## src/rtl/wb_job_scheduler.sv

```systemverilog
// wb_job_scheduler: Wishbone-fronted job queue. Software pushes job words
// into a command FIFO. An IDLE/ISSUE/WAIT FSM offers each job to the
// datapath and then waits for its one-cycle result strobe. The result is
// captured into a readable RESULT register.
// Optional feature: define WB_JOB_SCHEDULER_IRQ_EN to get a level interrupt
// (irq_en & res_valid). Without it, irq_o is tied low and CTRL bit1 is
// read-as-zero.
module wb_job_scheduler #(
  parameter logic [31:0] BASE_ADDR  = 32'h3000_0000,
  parameter int unsigned FIFO_DEPTH = 4
) (
  input  logic        wb_clk_i,
  input  logic        wb_rst_i,
  input  logic        wbs_stb_i,
  input  logic        wbs_cyc_i,
  input  logic        wbs_we_i,
  input  logic [3:0]  wbs_sel_i,
  input  logic [31:0] wbs_dat_i,
  input  logic [31:0] wbs_adr_i,
  output logic        wbs_ack_o,
  output logic [31:0] wbs_dat_o,
  output logic        job_valid_o,
  output logic [31:0] job_data_o,
  input  logic        job_ready_i,
  input  logic        res_valid_i,
  input  logic [31:0] res_data_i,
  output logic        busy_o,
  output logic        irq_o
);

  localparam int unsigned PW = $clog2(FIFO_DEPTH);
  localparam int unsigned CW = PW + 1;

  localparam logic [1:0] REG_CMD    = 2'd0;
  localparam logic [1:0] REG_STATUS = 2'd1;
  localparam logic [1:0] REG_RESULT = 2'd2;
  localparam logic [1:0] REG_CTRL   = 2'd3;

  typedef enum logic [1:0] {S_IDLE, S_ISSUE, S_WAIT} state_t;

  state_t          state_q, state_d;
  logic [31:0]     mem_q [FIFO_DEPTH];
  logic [PW-1:0]   wr_ptr_q, rd_ptr_q;
  logic [CW-1:0]   count_q, count_d;
  logic            ack_q;
  logic [31:0]     dat_q, rd_data;
  logic            enable_q, enable_d;
  logic            irq_en_q, irq_en_d;
  logic            ovf_q, ovf_d;
  logic            res_valid_q, res_valid_d;
  logic [31:0]     result_q, result_d;

  logic        sel, acc, wr, rd, full, empty, push, pop, capture, ovf_set;
  logic [1:0]  idx;
  logic [7:0]  cnt8;

  // A new access is accepted only when no ack is in flight, so every ack is
  // followed by at least one low cycle even if the master keeps stb high.
  assign sel     = wbs_stb_i & wbs_cyc_i & (wbs_adr_i[31:4] == BASE_ADDR[31:4]);
  assign acc     = sel & ~ack_q;
  assign wr      = acc & wbs_we_i;
  assign rd      = acc & ~wbs_we_i;
  assign idx     = wbs_adr_i[3:2];
  assign full    = (count_q == CW'(FIFO_DEPTH));
  assign empty   = (count_q == '0);
  // Fullness is the pre-edge value, so a push into a full FIFO is dropped even
  // when the FSM pops on the same edge.
  assign push    = wr & (idx == REG_CMD) & ~full;
  assign ovf_set = wr & (idx == REG_CMD) & full;
  assign pop     = (state_q == S_ISSUE) & job_ready_i;
  assign capture = (state_q == S_WAIT) & res_valid_i;
  assign cnt8    = 8'(count_q);

  logic unused_inputs;
  assign unused_inputs = ^{wbs_sel_i, wbs_adr_i[1:0], cnt8[7:4]};

  // Register read mux, sampled into dat_q on the accepting edge.
  always_comb begin
    rd_data = '0;
    case (idx)
      REG_STATUS: rd_data = {24'b0, cnt8[3:0], full, empty, res_valid_q, ovf_q};
      REG_RESULT: rd_data = result_q;
      REG_CTRL:   rd_data = {30'b0, irq_en_q, enable_q};
      default:    rd_data = '0;
    endcase
  end

  // Control/status next state. A capture wins over a RESULT read-clear; the
  // read still returns the old value because rd_data uses pre-edge state.
  always_comb begin
    enable_d    = enable_q;
    irq_en_d    = irq_en_q;
    ovf_d       = ovf_q;
    res_valid_d = res_valid_q;
    result_d    = result_q;
    if (wr && idx == REG_CTRL) begin
      enable_d = wbs_dat_i[0];
`ifdef WB_JOB_SCHEDULER_IRQ_EN
      irq_en_d = wbs_dat_i[1];
`endif
      if (wbs_dat_i[31]) ovf_d = 1'b0;
    end
    if (ovf_set) ovf_d = 1'b1;
    if (capture) begin
      result_d    = res_data_i;
      res_valid_d = 1'b1;
    end else if (rd && idx == REG_RESULT) begin
      res_valid_d = 1'b0;
    end
  end

  // Job FSM next state.
  always_comb begin
    state_d = state_q;
    case (state_q)
      S_IDLE:  if (enable_q && !empty) state_d = S_ISSUE;
      S_ISSUE: if (job_ready_i)        state_d = S_WAIT;
      S_WAIT:  if (res_valid_i)        state_d = S_IDLE;
      default:                         state_d = S_IDLE;
    endcase
  end

  // FIFO occupancy next state.
  always_comb begin
    count_d = count_q;
    case ({push, pop})
      2'b10:   count_d = count_q + 1'b1;
      2'b01:   count_d = count_q - 1'b1;
      default: count_d = count_q;
    endcase
  end

  // FIFO storage needs no reset; occupancy is tracked by the pointers/count.
  always_ff @(posedge wb_clk_i) begin
    if (push) mem_q[wr_ptr_q] <= wbs_dat_i;
  end

  // State registers with synchronous reset.
  always_ff @(posedge wb_clk_i) begin
    if (wb_rst_i) begin
      state_q     <= S_IDLE;
      wr_ptr_q    <= '0;
      rd_ptr_q    <= '0;
      count_q     <= '0;
      ack_q       <= 1'b0;
      dat_q       <= '0;
      enable_q    <= 1'b0;
      irq_en_q    <= 1'b0;
      ovf_q       <= 1'b0;
      res_valid_q <= 1'b0;
      result_q    <= '0;
    end else begin
      state_q     <= state_d;
      if (push) wr_ptr_q <= wr_ptr_q + 1'b1;
      if (pop)  rd_ptr_q <= rd_ptr_q + 1'b1;
      count_q     <= count_d;
      ack_q       <= acc;
      dat_q       <= rd ? rd_data : 32'h0;
      enable_q    <= enable_d;
      irq_en_q    <= irq_en_d;
      ovf_q       <= ovf_d;
      res_valid_q <= res_valid_d;
      result_q    <= result_d;
    end
  end

`ifdef WB_JOB_SCHEDULER_IRQ_EN
  logic irq_q;
  // Interrupt register follows irq_en & res_valid exactly (built from next state).
  always_ff @(posedge wb_clk_i) begin
    if (wb_rst_i) irq_q <= 1'b0;
    else          irq_q <= irq_en_d & res_valid_d;
  end
  assign irq_o = irq_q;
`else
  assign irq_o = 1'b0;
`endif

  assign wbs_ack_o   = ack_q;
  assign wbs_dat_o   = dat_q;
  assign job_valid_o = (state_q == S_ISSUE);
  assign job_data_o  = job_valid_o ? mem_q[rd_ptr_q] : 32'h0;
  assign busy_o      = (state_q != S_IDLE);

endmodule

```

## config.mk

```make
export PLATFORM = sky130hd
export DESIGN_NAME = wb_job_scheduler
export DESIGN_NICKNAME = d
export VERILOG_FILES = /design/src/rtl/wb_job_scheduler.sv
export SDC_FILE = /design/constraint.sdc
export NUM_CORES = 1
export LEC_CHECK = 0
export BUFFER_PORTS_ARGS = -buffer_cell sky130_fd_sc_hd__buf_2
export CAP_MARGIN = 20
export CORE_MARGIN = 1
export CORE_UTILIZATION = 39
export CTS_BUF_LIST = sky130_fd_sc_hd__clkbuf_8
export DETAILED_ROUTE_END_ITERATION = 8
export GPL_ROUTABILITY_DRIVEN = 0
export PLACE_DENSITY = 0.6
export SLEW_MARGIN = 20
export SYNTH_ARGS = -nofsm -noshare
export SYNTH_HDL_FRONTEND = slang
export SYNTH_SLANG_ARGS = --single-unit
```

## constraint.sdc

```tcl
create_clock -name wb_clk_i -period 3.2 [get_ports wb_clk_i]
set_input_delay 0.32 -clock wb_clk_i [delete_from_list [all_inputs] [get_ports wb_clk_i]]
set_output_delay 0.32 -clock wb_clk_i [all_outputs]
set_load 0.02 [all_outputs]
```

==> metrics.md <==
| Metric | Value |
|---|---|
| Routed WL per cell | `15.9 microns` |
| Tot Pwr | `roughly 5.4 mW` |
| Port bufs | `around 170` |
| First-pass GRT wire length | `around 25 mm` |
| Post-synthesis simple-gate area fraction | `13.7%` |
| Crit path DAT | `2370 ps` |
| Post-synthesis adder-cell area fraction | `1.05%` |
| DIE WIDTH | `144 microns` |
| Syn Inst Count | `519` |
| Clock Path Buffers | `3` |
| XOR/XNOR Fraction of Synth Area | `0.446%` |
| Post-synthesis sequential area ratio | `between 60% and 70%` |
| Max-Slew Margin vs Limit | `37.6%` |
| Die area | `0.0207 sq mm` |
| Worst min path class | `input port to flop` |
| Vias | `4,824` |
| Fin Setup TNS | `0 ps` |
| Slew Limit Fails | `0` |
| Setup-failing EPs final | `0` |
| Post-synthesis cell type count | `45` |
| Clock sink count | `207` |
| Cell Area, Synth | `0.00785 sq mm` |
| Post-synthesis mux area share | `9.47%` |
| # Max-Cap Violations | `0` |
| GRT overflow | `0` |
| Critical path fanouts, max | `18` |
| RSZ-0062 raised after global routing | `false` |
| VDD IR-drop max | `about 250 uV` |
| Tcrit/Tclk final | `between 80 and 90%` |
| CP Capture Type | `primary output` |
| Main combinational cell family by area after synthesis | `simple AND/OR/NAND/NOR gates` |
| EDFF count, synth | `128` |
| Asr flop ratio synth | `0%` |
| Fmax | `371 MHz` |
| CP peak stage delay | `720 ps` |
| Detail Placement HPWL | `9.96 mm` |
| Critical path cell sequence | `buf_12, mux4_2, and2_1, buf_2` |
| FF+latch count, synth | `207` |
| Ys Warns | `0` |
| Worst skew pair latency | `between 500 and 600 ps` |
| Post-route DRC | `0` |
| CTS tree | `done` |
| Row count | `around 50` |
| CP Class | `flop to primary output` |
| Clk_skew | `18.9 ps` |
| Worst-path clk slew | `60 ps` |
| DR iter-0 viols | `166` |
| Post_cts resized | `0` |
| Power per Cell Area | `546 mW/mm^2` |
| Tmin final | `2690 ps` |
| Root buffer cell | `clkbuf_8` |
| Post-CTS Setup Bufs | `0` |
| Static power due to leakage | `3.72 nW` |
| Net Count, Synth | `632` |
| Final ANT Viol Nets | `0` |
| Share of cells above drive strength 1 | `around 39%` |
| Antenna violations before repair | `1` |
| Crit. path cell count | `4` |
| Core Area | `0.0196 sq mm` |
| Vias in the first global route | `4,953` |
| Final Hold Violating Endpoints | `0` |
| Number of CTS-inserted buffers | `36` |
| Fin Hold WS | `29.2 ps` |
| Final WL | `16.1 mm` |
| Crit path launch type | `flop` |
| Syn_area_per_cell | `15.1 sq um` |
| Worst path slowest cell | `dfxtp_2` |
| Buf/Inv on CP | `2` |
| Vias per cell | `4.78` |
| Largest net degree at the start of global routing | `35` |
| Layout area overhead | `26.0%` |
| DR pass1 iterations | `4` |
| R2R depth | `10` |
| Family with the most delay on the worst path | `flip-flops` |
| GRT Util Overall | `15.9%` |
| Synth Area in Compound Gates | `4.00%` |
| Status | `completed` |
| Main synth FF type | `edfxtp_1` |
| Final Util | `50.5%` |
| Worst Hold Path Cells | `1` |
| Initial Util | `about two fifths` |
| # nets final | `approximately 830` |
| Top Ports | `175` |
| # hold bufs at CTS | `15` |
| H-tree depth | `2` |
| Crit path required time | `between 2000 and 3000 ps` |
| Worst Tran Pin Value | `936 ps` |
| Chip height | `144 microns` |
| ANT cells | `0` |
power breakdown:
group / internal (mW) / switching, mW / leakage, nW / total [mW]
sequential: 2.83 / 0.0000000000510 / 1.79 / 2.83
clock: 1.42 / 1.02 / 0.415 / 2.44
combinational: 0.0640 / 0.0669 / 1.52 / 0.131
total: 4.31 / 1.09 / 3.72 / 5.40
worst register-to-register path, stage by stage, from the launching register on:
cell and delay (ps):
dfxtp_1 410, nor3b_1 390, nand2b_1 240, nor3_2 90, inv_2 70, ha_1 190, inv_1 60, fa_1 370
xor2_1 160, or3_1 300, a21oi_1 140
flip-flops by register name, indices dropped and copies added (netlist names), named ones only:
| name | count |
|---|---|
| mem_q | 128 |
| result_q | 32 |
| wbs_dat_o | 32 |
| count_q | 3 |
| rd_ptr_q | 2 |
| state_q | 2 |
| wr_ptr_q | 2 |
| enable_q | 1 |
| ovf_q | 1 |
| res_valid_q | 1 |
| wbs_ack_o | 1 |
area by class of cell:
type | instances | area [sq um]
fill | 1723 | 9700
sequential | 207 | 5430
multi-input combinational | 274 | 2260
timing repair buffer | 192 | 1100
clock buffer | 41 | 564
tap | 265 | 332
clock inverter | 22 | 173
inverter | 9 | 33.8
cell usage after synthesis (3+ instances only):
library cell | count | share of area, %
edfxtp_1 | 128 | 49
dfxtp_1 | 79 | 20
nand2_1 | 68 | 3.3
and2_1 | 61 | 4.9
a21oi_1 | 37 | 2.4
mux4_2 | 32 | 9.2
clkbuf_1 | 17 | 0.81
nor2_1 | 9 | 0.43
inv_1 | 8 | 0.38
a22oi_1 | 7 | 0.67
nor4_2 | 7 | 1.1
buf_1 | 5 | 0.24
ha_1 | 5 | 0.80
nor4_4 | 4 | 1.1
xor2_1 | 4 | 0.45
buf_2 | 3 | 0.19
buf_6 | 3 | 0.43
nand2b_1 | 3 | 0.24
nor2b_1 | 3 | 0.24
o311ai_1 | 3 | 0.33
final timing paths:
kind,endpoint,slack (ps),start
hold reg to reg,wbs_dat_o[22],450,result_q[22]
hold / removal,mem_q[1][19],30,wbs_dat_i[19]
setup / recovery,job_data_o[16],510,flop
setup reg to reg,count_q[2],710,count_q[2]
cells by family after synthesis:
kind of cell,after synthesis
adder cells (fa/ha/maj),6
AO/OA/AOI/OAI,53
flip-flops,207
AND/OR/NAND/NOR,176
buffers and inverters,38
other,1
XOR/XNOR,4
multiplexers,34
routing by layer:
layer	track usage [%]	wire (microns)	part of all wire [%]	vias up
met4	4.70	241	1.5	2
met1	19.1	6750	42	2328
met2	27.0	7760	48	158
met5	0	13	0.081	-
li1	-	-	-	2306
met3	5.46	1310	8.1	30
metrics by stage:
step / area (sq um) / instances / worst slack, ps
floorplan: 7850 / 519 / 817
global placement: 9000 / 932 / 770
detailed placement: 9000 / 932 / 625
CTS: 9890 / 1010 / 400
global route: 9890 / 1010 / 342
finish: 9890 / 1010 / 506
placed cells by master, fill, tap and decap left out, types with 2 or more instances in the layout:
cell type,netlist,final
a21oi_1,37,37
a22oi_1,7,7
and2_1,61,57
and2_2,0,4
buf_12,0,3
buf_2,3,167
buf_4,1,7
bufinv_16,0,3
clkbuf_8,0,41
clkinv_1,0,4
clkinv_2,0,5
dfxtp_1,79,77
dfxtp_2,0,2
dlygate4sd3_1,0,15
edfxtp_1,128,128
ha_1,5,5
inv_1,8,17
mux2_2,2,2
mux4_2,32,32
nand2_1,68,68
nand2b_1,3,3
nand3_1,2,2
nand4_4,2,2
nor2_1,9,8
nor2b_1,3,2
nor3_1,2,2
nor3b_1,2,2
nor4_1,2,2
nor4_2,7,7
nor4_4,4,4
o311ai_1,3,3
o31ai_1,2,2
or2_1,2,2
xor2_1,4,4
(Power assumes the default switching activity.)
